<file path="config.mk">
export PLATFORM = sky130hd
export DESIGN_NAME = m_bldcm_dead_time
export DESIGN_NICKNAME = d
export VERILOG_FILES = /design/src/rtl/m_bldcm_dead_time.sv
export SDC_FILE = /design/constraint.sdc
export NUM_CORES = 1
export LEC_CHECK = 0
export CAP_MARGIN = 10
export CORE_ASPECT_RATIO = 0.6
export CORE_MARGIN = 5
export CORE_UTILIZATION = 54
export CTS_CLUSTER_DIAMETER = 50
export DETAILED_ROUTE_END_ITERATION = 16
export HOLD_SLACK_MARGIN = 0.05
export PLACE_DENSITY = 0.79
export SYNTH_ARGS = -nofsm -noshare
export SYNTH_HDL_FRONTEND = slang
export SYNTH_SLANG_ARGS = --single-unit
</file>
<file path="constraint.sdc">
create_clock -name iClock -period 2.05 [get_ports iClock]
set_input_delay 0.41 -clock iClock [delete_from_list [all_inputs] [get_ports iClock]]
set_output_delay 0.41 -clock iClock [all_outputs]
set_load 0.02 [all_outputs]
</file>
<file path="src/rtl/m_bldcm_dead_time.sv">
// Gate-drive conditioning for a three-leg BLDC bridge.
// Each leg gets a dead-band FSM, a shoot-through fault latch and per-pin output polarity.
module m_bldcm_dead_time #(
  parameter int pDeadCycles = 16,
  parameter int pCntWidth   = 8,
  parameter bit pInvertUh   = 1'b0,
  parameter bit pInvertUl   = 1'b0,
  parameter bit pInvertVh   = 1'b0,
  parameter bit pInvertVl   = 1'b0,
  parameter bit pInvertWh   = 1'b0,
  parameter bit pInvertWl   = 1'b0
) (
  input  logic       iClock,
  input  logic       iReset,
  input  logic       iEnable,
  input  logic       iFaultClear,
  input  logic       iUh,
  input  logic       iUl,
  input  logic       iVh,
  input  logic       iVl,
  input  logic       iWh,
  input  logic       iWl,
  output logic       oUh,
  output logic       oUl,
  output logic       oVh,
  output logic       oVl,
  output logic       oWh,
  output logic       oWl,
  output logic [2:0] oFault,
  output logic [5:0] oLegState
);

  typedef enum logic [1:0] {
    OFF  = 2'd0,
    ON_H = 2'd1,
    ON_L = 2'd2
  } legState_t;

  localparam logic [pCntWidth-1:0] cCntMax = pCntWidth'(pDeadCycles - 1);

  logic [2:0] reqH;
  logic [2:0] reqL;
  logic [2:0] shoot;
  logic [2:0] drvH;
  logic [2:0] drvL;
  logic       allow;

  assign reqH  = {iWh, iVh, iUh};
  assign reqL  = {iWl, iVl, iUl};
  assign shoot = reqH & reqL;
  assign allow = iEnable & ~|oFault;

  // Set dominates clear so a shoot-through in the clear cycle is never lost.
  always_ff @(posedge iClock or posedge iReset) begin
    if (iReset) begin
      oFault <= 3'b000;
    end else begin
      oFault <= shoot | (oFault & {3{~iFaultClear}});
    end
  end

  for (genvar gLeg = 0; gLeg < 3; gLeg++) begin : gLegFsm
    legState_t            state;
    legState_t            stateNext;
    logic [pCntWidth-1:0] cnt;
    logic [pCntWidth-1:0] cntNext;
    logic                 legDrvH;
    logic                 legDrvL;

    always_ff @(posedge iClock or posedge iReset) begin
      if (iReset) begin
        state <= OFF;
        cnt   <= '0;
      end else begin
        state <= stateNext;
        cnt   <= cntNext;
      end
    end

    // cnt counts both-off cycles since the last drop; turn-on needs it saturated.
    always_comb begin
      stateNext = state;
      cntNext   = cnt;
      unique case (state)
        OFF: begin
          if (cnt != cCntMax) begin
            cntNext = cnt + pCntWidth'(1);
          end
          if (allow && reqH[gLeg] && !reqL[gLeg] && (cnt == cCntMax)) begin
            stateNext = ON_H;
          end else if (allow && reqL[gLeg] && !reqH[gLeg] && (cnt == cCntMax)) begin
            stateNext = ON_L;
          end
        end
        ON_H: begin
          if (!reqH[gLeg] || reqL[gLeg] || !allow) begin
            stateNext = OFF;
            cntNext   = '0;
          end
        end
        ON_L: begin
          if (!reqL[gLeg] || reqH[gLeg] || !allow) begin
            stateNext = OFF;
            cntNext   = '0;
          end
        end
        default: begin
          stateNext = OFF;
          cntNext   = '0;
        end
      endcase
    end

    always_comb begin
      legDrvH = (state == ON_H);
      legDrvL = (state == ON_L);
    end

    assign drvH[gLeg]              = legDrvH;
    assign drvL[gLeg]              = legDrvL;
    assign oLegState[2*gLeg +: 2]  = state;
  end

  assign oUh = drvH[0] ^ pInvertUh;
  assign oUl = drvL[0] ^ pInvertUl;
  assign oVh = drvH[1] ^ pInvertVh;
  assign oVl = drvL[1] ^ pInvertVl;
  assign oWh = drvH[2] ^ pInvertWh;
  assign oWl = drvL[2] ^ pInvertWl;

endmodule

</file>
# ---- Word-level counts from Yosys, hierarchy flattened
# Cells that the tools add are included.
dict set report word_totals {
  out_inout_bits 15
  regBits 33
  elab_cells 114
}
dict set report classes {
  n_eq_ne 24
  addsub 3
  bitwise_logic 5
  reduce_logical 48
  n_mux 27
}
# op count
set op_table {}
lappend op_table {{$mux 8} 9}
lappend op_table {{$pmux 8 s3} 3}
lappend op_table {{$add 8x1->8 const B} 3}
lappend op_table {{$eq 8x4->1 const B} 3}
lappend op_table {{$mux 2} 12}
lappend op_table {{$ne 8x4->1 const B} 3}
lappend op_table {{$logic_and 1x1->1} 18}
lappend op_table {{$pmux 2 s3} 3}
lappend op_table {{$reduce_and 3->1} 6}
lappend op_table {{$logic_or 1x1->1} 12}
lappend op_table {{$ne 2x1->1 const B} 6}
lappend op_table {{$ne 3x3->1 const B} 3}
lappend op_table {{$logic_not 1->1} 8}
lappend op_table {{$and 3x3->3} 2}
lappend op_table {{$eq 2x1->1 const B} 3}
lappend op_table {{$eq 2x2->1 const B} 3}
lappend op_table {{$logic_not 2->1} 3}
lappend op_table {{$ne 2x2->1 const B} 3}
lappend op_table {{$or 3x3->3} 1}
lappend op_table {{$reduce_or 3->1} 1}
lappend op_table {{$and 1x1->1} 1}
lappend op_table {{$not 1->1} 1}

# ---- Depth between registers and ports, before layout
dict set report depth {
  depth_word 9
  depth_mapped 5
  mapped_depth_nobuf 5
}

# ---- Least setup slack after synthesis
# OpenSTA, ideal clock, no wires.
dict set report synth_timing {
  path_kind {register to register}
  start {register oFault[0]}
  end {register gLegFsm[1].cnt[3]}
  path_stages_with_launch 5
  setup_slack_ps 494
  required_time_ps 1914
  arrival_time_ps 1420
  path_cell_list {dfrtp_1 -> nor4b_4 -> o21ai_2 -> a41oi_1 -> a21oi_1}
}
dict set report synth_between {
  elab_chain_cells 7
}
# item line_no
set synth_lines {}
lappend synth_lines {{from (decl)} 29} ;# output logic [2:0] oFault,
lappend synth_lines {{from (signal assigned)} 58} ;# oFault <= shoot | (oFault & {3{~iFaultClear}});
lappend synth_lines {{$reduce_or 3->1 *} 51} ;# assign allow = iEnable & ~|oFault;
lappend synth_lines {{$logic_not 1->1 *} 51}
lappend synth_lines {{$and 1x1->1 *} 51}
lappend synth_lines {{$logic_not 1->1 *} {96, 102}}
lappend synth_lines {{$logic_or 1x1->1 (on tied branches)} {102, 96}}
lappend synth_lines {{$ne 2x1->1 (no line)} n/a}
lappend synth_lines {{$reduce_and 3->1 (no line) *} n/a}
lappend synth_lines {{to (signal assigned)} 76} ;# cnt <= cntNext;
lappend synth_lines {{to (decl)} 65} ;# logic [pCntWidth-1:0] cnt;
# Every way passes the cells marked *; elsewhere a longest branch is shown, timed or not.
# A chain may end at the register's enable or synchronous reset.

# ---- Worst setup path after layout
dict set report layout_timing {
  start {register gLegFsm[0].state[0]}
  end {output port oUh}
}
dict set report layout_between {
  elab_chain_cells 1
}
# item line_no
set layout_lines {}
lappend layout_lines {{from (decl)} 63} ;# legState_t state;
lappend layout_lines {{from (signal assigned)} 75} ;# state <= stateNext;
lappend layout_lines {{$eq 2x1->1} 115} ;# legDrvH = (state == ON_H);
lappend layout_lines {{to (decl)} 23} ;# output logic oUh,
# No other way between the ends.

==> results.sh <==
export IMPL_antenna_found_initial=0
export IMPL_worstMarginPinSlew_ns=0.4172
export IMPL_cp_required_ns=1.64
export IMPL_finalPower_mw=1.702
export IMPL_cts_hold_buffers=0
export IMPL_cts_resized=0
export IMPL_synth_top_family_by_area="simple AND/OR/NAND/NOR gates"
export IMPL_antennaDiodeCount=0
export IMPL_synth_top_cell_area_share=0.4596
export IMPL_initial_core_util=0.5575
export IMPL_portBuffers=24
export IMPL_area_growth_pct=23.05
export IMPL_drt_wl_total_um=4391
export IMPL_powerDensity_nw_per_um2=769.8
export IMPL_firstDrtPassIters=4
export IMPL_layout_drive_gt1_share=0.1121
export IMPL_die_y_um=54.68
export IMPL_maxCapViolCount=0
export IMPL_skew_ns=0.007951
export IMPL_synth_compound_area_frac=0.2389
export IMPL_vias=1635
export IMPL_final_antenna_net_count=0
export IMPL_synth_simple_area_share=0.2389
export IMPL_outcome="complete, no violations"
export IMPL_final_util=0.6859
export IMPL_seq_area_um2=827.0
export IMPL_postSynthAreaPerCell_um2=9.872
export IMPL_yosys_area_share_xor_xnor=0.004875
export IMPL_multiInputGateArea_um2=925.9
export IMPL_post_cts_setup_buffers=0
export IMPL_cts_tree="done"
export IMPL_fp_dieW_um=84.47
export IMPL_worstSkewPairLatency_ns=0.29
export IMPL_fmax_ghz=0.5084
export IMPL_globalRouteTotalUtil=0.2110
export IMPL_cp_max_fo=9
export IMPL_yosys_mux_area_fraction=0.01184
export IMPL_period_needed_ns=1.967
export IMPL_tns_ns=0
export IMPL_hp_class="flop to flop"
export IMPL_synth_fa_ha_area_frac=0.02089
export IMPL_yosysTopAreaCell="dfrtp_1"
export IMPL_core_area_um2=3223
export IMPL_netlist_instances=182
export IMPL_syn_nets=195
export IMPL_yosys_warnings=0
export IMPL_grt_pass1_wl_um=7458
export IMPL_period_share=0.9595
export IMPL_mappedNetlistArea_um2=1797
export IMPL_slew_violations=0
export IMPL_relSlewSlack=0.7193
export IMPL_drt_iter0_markers=74
export IMPL_routed_via_density=6.313
export IMPL_start_kind="flop"
export IMPL_dieArea_um2=4619
export IMPL_hpwl_um=3156
export IMPL_cts_made_buffers=5
export IMPL_whs_ns=0.5046
export IMPL_seq_area_frac_synth=0.4596
export IMPL_cts_clk_slew_worst_paths_ns=0.07
export IMPL_place_ws_ns=-0.02634
export IMPL_setup_ws_ns=0.08312
export IMPL_overflow=0
export IMPL_hold_viol_final=0
export IMPL_grt_start_max_net_pins=34
export IMPL_routedWlPerCell_um=16.95
export IMPL_drc_errors=0
export IMPL_synth_area_leaders="dfrtp_1 (46%), nor4bb_1 (5.0%), o21ai_0 (4.7%)"
export IMPL_root_buffer="clkbuf_8"
export IMPL_post_synth_num_cell_types=42
export IMPL_crit_path_end_kind="output port"
export IMPL_setup_violations=0
export IMPL_rsz0062_at_grt="false"
export IMPL_clockBufferDepth=2
export IMPL_grt_pass1_vias=1583
export IMPL_numClockSinks=33
export IMPL_crit_arrival_ns=1.56
export IMPL_ios=25
export IMPL_place_congestion=0.8224
export IMPL_power_leakage_nw=0.9532
export IMPL_core_rowCount=16
export IMPL_h_tree_depth=2
export IMPL_ir_worst_vdd_mv=0.4319
export IMPL_synth_seq_cells=33
export IMPL_fillers=240
export IMPL_nets=226
export IMPL_path_class="flop to output port"
[flip-flops by register name (all words and copies together) (netlist names)]
signal and count:
gLegFsm.state 6, gLegFsm.cnt 24, oFault 3
[worst paths after layout]
path,depth (start not counted),endpoint,start,slack (ns)
setup / recovery,2,oUh,gLegFsm[0].state[0],0.08
hold / removal,1,gLegFsm[2].cnt[7],gLegFsm[2].cnt[7],0.50
setup reg to reg,6,gLegFsm[2].cnt[0],gLegFsm[2].cnt[0],0.41
hold reg to reg,1,gLegFsm[2].cnt[7],gLegFsm[2].cnt[7],0.50
max in group asynchronous,3,gLegFsm[2].state[0],iReset,1.20
min in group asynchronous,3,gLegFsm[0].cnt[0],iReset,0.51
[per-stage QoR]
step           std cells  instance area [um2]
6_report             259                 2211
5_1_grt              259                 2211
4_1_cts              259                 2210
3_5_place_dp         251                 2108
3_3_place_gp         251                 2108
2_1_floorplan        182                 1797
[report_power, final]
part           switching (mW)  total (mW)  internal [mW]
Clock                   0.244       0.548          0.303
Combinational           0.177       0.339          0.162
Sequential             0.0919       0.815          0.723
Total                   0.513        1.70           1.19
[final cells by class]
class | instances | area share
inverters | 8 | 0.01358
clock buffers | 7 | 0.04358
clock inverters | 1 | 0.002264
flip-flops and latches | 33 | 0.3741
multi-input cells | 137 | 0.4188
repair buffers | 28 | 0.1222
well taps | 45 | 0.02547
[synthesized netlist by cell type]
master     instances
a22o_1             3
o21ai_1            1
nor2b_1            7
buf_1              1
o31ai_1            1
dfrtp_1           33
nand2_1           13
and3_1             4
a21oi_1           13
nor2_1             9
nor4_1             1
ha_1               3
o21a_1             4
inv_1              8
o2bb2ai_1          1
nand4b_1           1
mux2i_1            1
or3_1              2
a31oi_1            6
nor4bb_1           9
o21ba_2            2
clkbuf_1           3
a41oi_1            3
xnor2_1            1
nor3_1             3
o21ai_2            2
and4b_1            1
nand3_1            2
and2_1             2
o21ai_0           17
o2111a_1           3
a21o_1             3
or2_2              3
o22ai_1            1
and4_1             3
a21bo_2            1
mux2_2             1
nand4_1            5
a32o_1             2
nor4_2             1
nor4b_4            1
a21boi_0           1
[metal layers]
layer	wire (um)	share of wire	GRT usage
met5	0	0	0
met2	2052	0.47	0.3639
met1	2038	0.46	0.2607
met3	245	0.056	0.05564
met4	55	0.013	0.08421
[worst max-delay path: stages, from the launching register on]
cell	delay, ns
dfrtp_1	0.49
nor2b_1	0.17
clkdlybuf4s50_1	0.62
[cells by family after synthesis]
logic type,count (synthesis)
muxes,2
buffers and inverters,12
DFF,33
xor gates and xnor gates,1
AOI/OAI and AO/OA,64
and+or+nand+nor,67
adders and majority gates,3
[cells in the final DEF, fill, tap and decap left out, types with 3 or more instances in the layout]
cell             count
a21o_1               3
a21oi_1             13
a22o_1               3
a31oi_1              6
a41oi_1              3
and3_1               4
and4_1               3
buf_4                4
clkbuf_8             7
clkdlybuf4s50_1     24
dfrtp_1             32
ha_1                 3
inv_1                8
nand2_1             13
nand4_1              5
nor2_1               9
nor2b_1              7
nor3_1               3
nor4bb_1             9
o2111a_1             3
o21a_1               4
o21ai_0             17
or2_2                3
No activity file was read; power rests on OpenSTA's default activity.
